$ cat src/rtl/bus_uart_tx.sv
// bus_uart_tx: memory-mapped 8N1 UART transmitter with a TX FIFO and a status register
module bus_uart_tx #(
    parameter logic [31:0] BASE_ADDRESS   = 32'h8000_0000,
    parameter int          CLOCKS_PER_BIT = 16,
    parameter int          FIFO_DEPTH     = 4
) (
    input  logic        clock,
    input  logic        reset,
    input  logic [31:0] bus_address,
    output logic [31:0] bus_read_data,
    input  logic [31:0] bus_write_data,
    input  logic [3:0]  bus_byte_enable,
    input  logic        bus_read_enable,
    input  logic        bus_write_enable,
    output logic        uart_tx
);
    localparam int PW = $clog2(FIFO_DEPTH);
    localparam int CW = PW + 1;
    localparam logic [CW-1:0] DEPTH = CW'(FIFO_DEPTH);
    localparam logic [15:0] BIT_LAST = 16'(CLOCKS_PER_BIT - 1);

    typedef enum logic [1:0] {IDLE, START, DATA, STOP} state_t;

    state_t        state;
    logic [7:0]    mem [FIFO_DEPTH];
    logic [PW-1:0] rd_ptr, wr_ptr;
    logic [CW-1:0] count;
    logic          overflow;
    logic [15:0]   baud;
    logic [2:0]    bit_idx;
    logic [7:0]    shift;
    logic          sel, wr_data, clr_ovf, deq, accept, unused;
    logic [31:0]   status;

    assign sel     = bus_address[31:3] == BASE_ADDRESS[31:3];
    assign wr_data = sel && bus_write_enable && !bus_address[2] && bus_byte_enable[0];
    assign clr_ovf = sel && bus_write_enable && bus_address[2] && bus_byte_enable[0] && bus_write_data[3];
    assign deq     = state == IDLE && count != '0;
    // a full FIFO still takes a byte when the head leaves in the same cycle
    assign accept  = wr_data && (count != DEPTH || deq);
    assign status  = {16'h0, 8'(count), 4'h0, overflow, state != IDLE, count == '0, count == DEPTH};
    assign unused  = ^{bus_address[1:0], bus_write_data[31:8], bus_byte_enable[3:1]};

    // FIFO storage; pointers and count alone define what is valid, so no reset needed
    always_ff @(posedge clock)
        if (accept) mem[wr_ptr] <= bus_write_data[7:0];

    // FIFO bookkeeping and sticky overflow (a drop beats a same-cycle clear)
    always_ff @(posedge clock or negedge reset)
        if (!reset) begin
            rd_ptr   <= '0;
            wr_ptr   <= '0;
            count    <= '0;
            overflow <= 1'b0;
        end else begin
            if (accept) wr_ptr <= wr_ptr + 1'b1;
            if (deq) rd_ptr <= rd_ptr + 1'b1;
            count    <= count + CW'(accept) - CW'(deq);
            overflow <= (wr_data && !accept) ? 1'b1 : clr_ovf ? 1'b0 : overflow;
        end

    // transmit FSM; uart_tx is registered alongside each state change
    always_ff @(posedge clock or negedge reset)
        if (!reset) begin
            state   <= IDLE;
            baud    <= '0;
            bit_idx <= '0;
            shift   <= '0;
            uart_tx <= 1'b1;
        end else begin
            case (state)
                IDLE:
                    if (deq) begin
                        shift   <= mem[rd_ptr];
                        baud    <= BIT_LAST;
                        state   <= START;
                        uart_tx <= 1'b0;
                    end
                START:
                    if (baud == '0) begin
                        baud    <= BIT_LAST;
                        bit_idx <= '0;
                        state   <= DATA;
                        uart_tx <= shift[0];
                    end else baud <= baud - 1'b1;
                DATA:
                    if (baud == '0) begin
                        baud    <= BIT_LAST;
                        shift   <= shift >> 1;
                        bit_idx <= bit_idx + 3'd1;
                        state   <= bit_idx == 3'd7 ? STOP : DATA;
                        uart_tx <= bit_idx == 3'd7 ? 1'b1 : shift[1];
                    end else baud <= baud - 1'b1;
                STOP:
                    if (baud == '0) state <= IDLE;
                    else baud <= baud - 1'b1;
                default: state <= IDLE;
            endcase
        end

    // registered read port; status reflects the state before this cycle's updates
    always_ff @(posedge clock or negedge reset)
        if (!reset) bus_read_data <= '0;
        else bus_read_data <= (sel && bus_read_enable && bus_address[2]) ? status : '0;
endmodule

$ cat config.mk
export PLATFORM = sky130hd
export DESIGN_NAME = bus_uart_tx
export DESIGN_NICKNAME = d
export VERILOG_FILES = /design/src/rtl/bus_uart_tx.sv
export SDC_FILE = /design/constraint.sdc
export NUM_CORES = 1
export LEC_CHECK = 0
export CAP_MARGIN = 10
export CORE_UTILIZATION = 30
export CTS_BUF_LIST = sky130_fd_sc_hd__clkbuf_4 sky130_fd_sc_hd__clkbuf_8 sky130_fd_sc_hd__clkbuf_16
export CTS_CLUSTER_DIAMETER = 150
export DETAILED_ROUTE_END_ITERATION = 8
export PLACE_DENSITY = 0.51
export SYNTH_ARGS = -nofsm -noshare
export SYNTH_HDL_FRONTEND = slang
export SYNTH_SLANG_ARGS = --single-unit
$ cat constraint.sdc
create_clock -name clock -period 3.7 [get_ports clock]
set_clock_uncertainty 0.15 [all_clocks]
set_input_delay 0.37 -clock clock [delete_from_list [all_inputs] [get_ports clock]]
set_output_delay 0.37 -clock clock [all_outputs]
set_load 0.05 [all_outputs]
; Word-level counts from Yosys, hierarchy flattened
; Memory sizes are Yosys's and may differ from the RTL's.
; Index checks and enable logic that the tools add are counted.
[op_classes]
shifts = 0
bitwise = 0
magnitude_cmp = 0
n_reduce_logical = 29
multipliers = 0
div_mod_pow = 0
add_sub_neg = 6
n_mux = 26
eq_ne = 12
[ops]
columns = op, count
row1 = 2-to-1 mux 16 bit, 3
row2 = case mux 16 bit (3 select lines), 1
row3 = equality test 29 bit (second input constant), 1
row4 = logical NOT 16 bit, 1
row5 = 2-to-1 mux 8 bit, 2
row6 = case mux 8 bit (2 select lines), 1
row7 = subtractor 16 x 1 -> 16 bit (second input constant), 1
row8 = logical AND 1 bit, 11
row9 = 2-to-1 mux 11 bit, 1
row10 = inequality test 2 bit (second input constant), 5
row11 = 2-to-1 mux 1 bit, 9
row12 = 2-to-1 mux 2 bit, 4
row13 = case mux 2 bit (4 select lines), 1
row14 = AND reduction 4 bit, 2
row15 = nonzero test 2 bit, 4
row16 = equality test 3 bit (second input constant), 2
row17 = 2-to-1 mux 3 bit, 2
row18 = case mux 3 bit (2 select lines), 1
row19 = AND reduction 3 bit, 2
row20 = nonzero test 3 bit, 2
row21 = adder 2 x 1 -> 2 bit (second input constant), 2
row22 = equality test 2 bit (second input constant), 2
row23 = adder 3 x 1 -> 3 bit, 1
row24 = adder 3 x 1 -> 3 bit (second input constant), 1
row25 = 10 further kinds, 11
[word_totals]
memories = 1
out_inout_bits = 33
latch_bits = 0
reg_bits = 49
elab_cells = 84
mem_bits_ro = 0
ramBits = 32
in_bits = 72
[memory_table]
columns = name, words, width, read_ports, rd_ports_with_merged_regs, write_ports, line_no
row1 = mem, 4, 8, 1, 0, 1, 25  ; logic [7:0] mem [FIFO_DEPTH];

; Depth between registers and ports, before layout
; Gate-level depths: netlist of run 1.
[logic_depth]
ltp_word = 8
mapped_depth = 8
depth_no_buf = 8

; Least setup slack after synthesis of run 1
; Ideal clock, no wire load.
[synth_timing]
path_kind = input port to flip-flop
start = input port bus_address[6]
end = register count[1]
cell_stages = 7
required_ns = 3.414
n_path_buf = 0
setup_time_ns = 0.136
arrival_time_ns = 2.518
slack_ns = 0.896
path_cell_list = or4_1 > nor3_1 > nand4_1 > or4_1 > o21ai_0 > ha_1 > fa_1
[synth_via]
elab_chain_cells = 7
[synth_lines]
columns = item, line_no
row1 = from (decl), 9  ; input logic [31:0] bus_address,
row2 = equality test 29 bit, 35  ; assign sel = bus_address[31:3] == BASE_ADDRESS[31:3];
row3 = logical AND 1 bit (3 in a row), 36  ; assign wr_data = sel && bus_write_enable && !bus_address[2] && bus_byte_enable[0];
row4 = logical AND 1 bit, 40  ; assign accept = wr_data && (count != DEPTH || deq);
row5 = adder 3 x 1 -> 3 bit, 58  ; count <= count + CW'(accept) - CW'(deq);
row6 = subtractor 3 x 1 -> 3 bit, 58
row7 = to (signal assigned), 58
row8 = to (decl), 27  ; logic [CW-1:0] count;
; Every way passes these cells.
; A chain may end at the register's enable or synchronous reset.

; Worst setup path in the final report of run 1
[layout_timing]
start = register baud[0]
end = register state[0]
[layout_via]
elab_chain_cells = 3
word_cells_on_any_way = 5
classes_between = eq/ne: 3 / reduce/logical: 2
[layout_lines]
columns = item, line_no
row1 = from (decl), 29  ; logic [15:0] baud;
row2 = from (signal assigned), 85  ; end else baud <= baud - 1'b1;
row3 = from (signal assigned), 93  ; end else baud <= baud - 1'b1;
row4 = from (signal assigned), 96  ; else baud <= baud - 1'b1;
row5 = logical NOT 16 bit *, "80, 87, 95"
row6 = inequality test 2 bit (no line), --
row7 = AND reduction 4 bit (no line) *, --
row8 = to (signal assigned), 91  ; state <= bit_idx == 3'd7 ? STOP : DATA;
row9 = to (decl), 24  ; state_t state;
; Every way passes the cells marked *; elsewhere a longest branch is shown, timed or not.

==> results of run 1 <==
## where the power goes
group / internal, mW / switching, mW
Sequential: 0.890 / 0.0000000381
Clock: 0.539 / 0.382
Combinational: 0.0395 / 0.0768
## final cells by class
type                       count  area share [%]
clock buffer                   9            4.69
clock inverter                 7            1.90
inverter                       9           0.703
multi-input combinational    248            34.0
sequential                    77            43.5
tap                          172            4.48
timing repair buffer          53            10.8
## per-layer routing
metal | vias to the layer above | wire length (um) | track usage [%]
met5 | - | 0 | 0
met4 | 0 | 81 | 4.44
met3 | 7 | 306 | 3.37
met2 | 76 | 3790 | 21.4
met1 | 1288 | 3410 | 14.7
li1 | 1314 | - | -
## critical path: cells and delay by family, from the launching register on
family | cells | cell delay, ns
compound gates | 3 | 0.67
fa+ha+maj | 1 | 0.17
buf+inv | 1 | 0.12
flops | 1 | 0.43
simple gates | 2 | 1.25
## metrics by stage
stage	std cells	setup WS [ns]	total power [mW]	area, um2	util [%]
detailed placement	559	0.417	1.03	4490	35.4
CTS	575	0.776	1.96	4810	37.9
finish	575	0.769	1.93	4810	37.9
floorplan	371	0.896	0.986	4000	-
global route	575	0.634	1.99	4810	37.9
global placement	559	0.473	1.02	4490	35.4
## cell families after synthesis
family	synth area share (%)
simple gates	18.5
mux	5.19
fa+ha+maj	5.00
xor+xnor	3.14
flops	53.4
other cells	0.0960
compound gates	7.59
buf+inv	7.04
## cells in the final DEF, fill, tap and decap left out, drive strengths merged, types with 8 or more instances in the layout
| cell type | netlist | routed |
|---|---|---|
| mux4 | 8 | 8 |
| inv | 8 | 11 |
| nor3 | 14 | 14 |
| clkbuf | 9 | 9 |
| conb | 1 | 25 |
| clkdlybuf4s50 | 0 | 49 |
| nor2 | 31 | 31 |
| a31oi | 9 | 9 |
| a21oi | 12 | 12 |
| o21ai | 14 | 14 |
| nor4 | 16 | 16 |
| ha | 14 | 14 |
| edfxtp | 32 | 32 |
| dfrtp | 44 | 44 |
| nand2 | 38 | 38 |
## registers in the layout (all words and copies together), names as in the netlist, 2 cells and up
register / count
mem: 32
baud: 16
shift: 8
bus_read_data: 7
bit_idx: 3
count: 3
rd_ptr: 2
state: 2
wr_ptr: 2
## worst min-delay path by stage
stage / end / depth (start not counted)
CTS: baud[14]$_DFFE_PN0P_ / 1
finish: baud[14]$_DFFE_PN0P_ / 1
global placement: bit_idx[2]$_DFFE_PN0P_ / 2
detailed placement: uart_tx$_DFFE_PN1P_ / 2
floorplan: baud[0]$_DFFE_PN0P_ / 0
global route: baud[14]$_DFFE_PN0P_ / 1
==> impl_results.md, run 1 <==
- FF-to-FF path depth: 7
- CTS sink count: 77
- Status: completed
- CP Launch Type: register
- Net count, final: 485
- RSZ-0062 raised after global routing: false
- GRT overflow: 0
- Residual DRC: 0
- Row count: 41
- Seq/Total Area, Yosys: 53.4%
- Crit path capture type: register
- Initial Utilization: 30.8%
- CTS tree: yes
- Hold Path Class: primary input to asynchronous set/reset pin
- GPL Wtd Cong: 0.745
- FF-to-FF Start: baud[0]$_DFFE_PN0P_
- Leading area contributor after synthesis: dfrtp_1
- Initial antenna violation count: 0
- PwrDens: 401 nW/um2
- CTS H-tree depth: 3
- Drt initial violations: 107
- Fin Hold WS: 0.0679 ns
- Layout fillers: 1278
- Synth top cells by count: dfrtp_1, nand2_1, edfxtp_1
- Netlist cell types: 49
- Fin Setup TNS: 0 ns
- Critical Path Max Stage Delay: 0.65 ns
- Final setup viols: 0
- Critical Path Fanout Max: 6
- VDD IR-drop max: 0.218 mV
- CTS buffer count: 9
- DP HPWL: 5330 um
- Seq. cell area: 2090 um2
- Ys flop type: dfrtp_1
- # Max-Cap Violations: 0
- Syn Inst Count: 347
- Cts hold-fix bufs: 0
- Post-CTS Resized: 0
- Via count: 2685
- Share of cells above drive strength 1: 10.2%
- Final Max Slew Viols: 0
- Tightest Pin Transition: 1.04 ns
- Number of synthesized flops with an enable pin: 32
- CTS Root Buffer Type: clkbuf_16
- Clock-pin slew on the worst setup and hold paths: 0.07 ns
- Worst skew pair latency: 0.34 ns
- Global-route usage over all layers: 12.4%
- Reg2reg end: state[0]$_DFFE_PN0P_
- Req. time, crit path: 3.75 ns
- Slowest CP cell: or4b_2
- Yosys warns: 0
- CP startpoint: baud[0]$_DFFE_PN0P_
- I/O Buffers: 50
- Pleak: 1.93 nW
- Arrival time of the worst setup path: 2.98 ns
- Setup bufs post-CTS: 0
- Area of the multi-input gates: 1630 um2
- Io pins: 105
- F_max: 0.341 GHz
- Asr flop ratio synth: 58.4%
- Area grow syn2layout: 23.0%
- Count of final hold-check violations: 0
- Vias in the first global route: 2654
- Crit share post-route: 79.2%
- Worst Setup EP: state[0]$_DFFE_PN0P_
- Minimum clock period: 2.93 ns
- WL/cell: 13.2 um
- ANT nets after route: 0
- First-pass GRT wire length: 12600 um
- Die area: 13500 um2
- Post-Route WL: 7590 um
- Inserted Diodes: 0
- Pin count of the biggest net entering global routing: 46
- Count leader, synth: dfrtp_1
- Drt first pass iters: 4
- Core ar.: 12700 um2
- Synth area leaders: dfrtp_1, edfxtp_1, buf_4
- Worst slew margin: 30.7%
- Synthesized cell area: 3910 um2
- Die Ht: 116 um
- Clock buffer depth: 2
- Register bit total from synthesis: 77
- Die outline width: 116 um
- R2r setup slk: 0.77 ns
- Worst setup path class: register to register
- CP cell instances: inv_1, ha_1, or4b_2, nor4_2, o21ai_0, a211oi_1, a21oi_1
- Via-per-instance ratio: 4.67
- Syn Area/Cell: 11.3 um2
- Yosys top cell area share: 28.2%
No activity file was read; power rests on OpenSTA's default activity.
==> run 2: changes to the inputs <==
clock period = 2.7 ns   (was 3.7 ns; I/O delays follow)
==> run 2 against run 1 <==
Net effect: the flow now finishes with violations (hold timing); count of clock-buffer cells in the layout is the same; via count rose by 5.0%; core utilization increased by 1.7 points; critical path type is now primary input to register.
==> impl_results.md, run 2 (synthesis gave the netlist of run 1 again) <==
- Cts hold-fix bufs: 0 (unchanged)
- Most frequent cells in the layout: clkdlybuf4s50_1, dfrtp_1, nand2_1, edfxtp_1, nor2_1
- Final setup viols: 0 (unchanged)
- # Max-Cap Violations: 0 (unchanged)
- CP cell instances: clkdlybuf4s50_1, or4_1, nor3_1, nand4_1, buf_4, buf_4, nor4_2, buf_4, and2_4, buf_4
- Critical Path Max Stage Delay: 0.53 ns (-0.12 ns)
- Initial Utilization: 30.8% (unchanged)
- GRT overflow: 0 (unchanged)
- Top cell family by delay on the critical path: simple AND/OR/NAND/NOR gates
- Largest register FFs: 32 (unchanged)
- FF-to-FF Start: baud[8]$_DFFE_PN0P_
- Drt initial violations: 115 (+7.5%)
- Via-per-instance ratio: 4.69 (+0.41%)
- Sw power: 611 uW (+33%)
- GPL Wtd Cong: 0.746 (+0.21%)
- Count of final hold-check violations: 44 (+44)
- Clock-pin slew on the worst setup and hold paths: 0.06 ns (about the same)
- M1 WL: 3660 um (+7.4%)
- Worst slew margin: 32.0% (+1.3 points)
- Largest Register: mem
- Reg power frac: 48.4% (+2.2 points)
- PwrDens: 502 nW/um2 (+25%)
- Row count: 41 (unchanged)
- Initial antenna violation count: 0 (unchanged)
- Layout fillers: 1274 (-0.31%)
- Logic gate share of total power: 6.3% (+0.3 points)
- Net count, final: 511 (+5.4%)
- Worst skew pair latency: 0.33 ns (about the same)
- Final Max Slew Viols: 0 (unchanged)
- Residual DRC: 0 (unchanged)
- Met2 routed WL: 3930 um (+3.8%)
- ANT nets after route: 0 (unchanged)
- Clock power frac: 45.2% (-2.6 points)
- CTS tree: yes
- CTS sink count: 77 (unchanged)
- VDD IR-drop max: 0.298 mV (+36%)
- CTS H-tree depth: 3 (unchanged)
- Crit path depth: 10 (+3)
- Wire length on met3: 328 um (+7.2%)
- Die outline width: 116 um (unchanged)
- DP HPWL: 5710 um (+7.2%)
- R2r setup slk: 0.13 ns (-0.64 ns)
- Worst Setup EP: mem[1][3]$_DFFE_PP_
- Tightest Pin Transition: 1.02 ns (-0.0192 ns)
- Req. time, crit path: 2.60 ns (-1.15 ns)
- Pleak: 2.05 nW (+6.2%)
- Sw frac: 24.3% (+0.45 points)
- CTS buffer count: 9 (unchanged)
- Critical Path Fanout Max: 6 (unchanged)
- Post-Route WL: 8020 um (+5.6%)
- Fin Setup TNS: 0 ns (unchanged)
- Minimum clock period: 2.64 ns
- Fin Hold WS: -0.0404 ns (-0.108 ns)
- Clock buffer depth: 2 (unchanged)
- CTS Root Buffer Type: clkbuf_16
- First-pass GRT wire length: 13800 um (+9.5%)
- Die area: 13500 um2 (unchanged)
- Crit share post-route: 97.6%
- Crit path capture type: register
- F_max: 0.379 GHz
- Cell area after placement: 4690 um2 (+4.6%)
- Die Ht: 116 um (unchanged)
- Slowest CP cell: or4_1
- Status: finished, violations left
- RSZ-0062 raised after global routing: true
- Via count: 2818 (+5.0%)
- CP startpoint: bus_address[6]
- Most common cell after layout, fill and taps aside: clkdlybuf4s50_1
- Design Area, Final: 5020 um2 (+4.4%)
- Drt first pass iters: 4 (unchanged)
- Crit path top cell by count: buf_4
- Core ar.: 12700 um2 (unchanged)
- Global-route usage over all layers: 13.4% (+1.1 points)
- FF-to-FF path depth: 5 (-2)
- Share of cells above drive strength 1: 16.6% (+6.4 points)
- Top Registers: mem x32, baud x16, shift x8
- Top Metal Used: met4
- I/O Buffers: 50 (unchanged)
- Pin count of the biggest net entering global routing: 46 (unchanged)
- Hold Path Class: primary input to asynchronous set/reset pin
- WL/cell: 13.3 um (+1.1%)
- Vias in the first global route: 2845 (+7.2%)
- Arrival time of the worst setup path: 2.54 ns (-0.44 ns)
- Inserted Diodes: 0 (unchanged)
- Failing checks: hold timing
- Worst setup path class: primary input to register
- Io pins: 105 (unchanged)
- WP buf/inv: 5 (+4)
- Area grow syn2layout: 28.4%
- Reg2reg end: baud[8]$_DFFE_PN0P_
- CP Launch Type: primary input
- Int Pwr: 1.91 mW (+30%)
## run 2: cell count changes in the layout (fill, tap and decap cells not counted), moves of 2 or more
cell	previous run	this run
and2_4	0	4
and2_1	7	3
buf_4	3	24
buf_6	0	2
buf_12	0	2
## run 2: final cells by class
| cell class | count | area [um2] | area share (%) |
|---|---|---|---|
| sequential | 77 | 2090 | 41.6 |
| clock buffer | 9 | 225 | 4.49 |
| tap | 172 | 215 | 4.29 |
| multi-input combinational | 249 | 1660 | 33.1 |
| clock inverter | 7 | 56.3 | 1.12 |
| inverter | 9 | 33.8 | 0.673 |
| timing repair buffer | 78 | 738 | 14.7 |
## run 2: per-layer routing
layer | up-vias | GRT usage [%]
met5 | - | 0
met4 | 0 | 5.13
met3 | 9 | 3.32
met2 | 70 | 22.6
met1 | 1372 | 16.6
li1 | 1367 | -
## run 2: worst min path at each step
stage / from / end / slack (ns)
6_report: reset / baud[14]$_DFFE_PN0P_ / -0.04
5_1_grt: reset / baud[14]$_DFFE_PN0P_ / 0.06
4_1_cts: reset / baud[14]$_DFFE_PN0P_ / 0.01
3_5_place_dp: bit_idx[2]$_DFFE_PN0P_ / bit_idx[2]$_DFFE_PN0P_ / 0.33
3_3_place_gp: bit_idx[2]$_DFFE_PN0P_ / bit_idx[2]$_DFFE_PN0P_ / 0.32
2_1_floorplan: reset / baud[0]$_DFFE_PN0P_ / -0.18
## run 2: what timing repair did
| item | CTS | global route |
|---|---|---|
| setup buffers | 1 | 0 |
| pin swaps | 1 | 3 |
| gates cloned | 0 | 1 |
| setup endpoints to repair | 1 | 42 |
| gates resized for setup | 1 | 8 |
## run 2: power groups by stage
stage                     sequential (mW)  clock (mW)  combinational (mW)
final                                1.22        1.14               0.160
after detailed placement             1.24           0               0.161
after global placement               1.24           0               0.159
after global routing                 1.22        1.22               0.172
after CTS                            1.22        1.18               0.161
after floorplan                      1.24           0               0.108
## run 2: through the flow
| step | instances | power [mW] | util (%) | worst slack (ns) |
|---|---|---|---|---|
| 2_1_floorplan | 371 | 1.35 | - | -0.00387 |
| 3_3_place_gp | 583 | 1.40 | 37.0 | -0.376 |
| 3_5_place_dp | 583 | 1.40 | 37.0 | -0.393 |
| 4_1_cts | 600 | 2.56 | 39.3 | 0.0169 |
| 6_report | 601 | 2.52 | 39.6 | 0.0639 |
| 5_1_grt | 601 | 2.61 | 39.6 | -0.0120 |
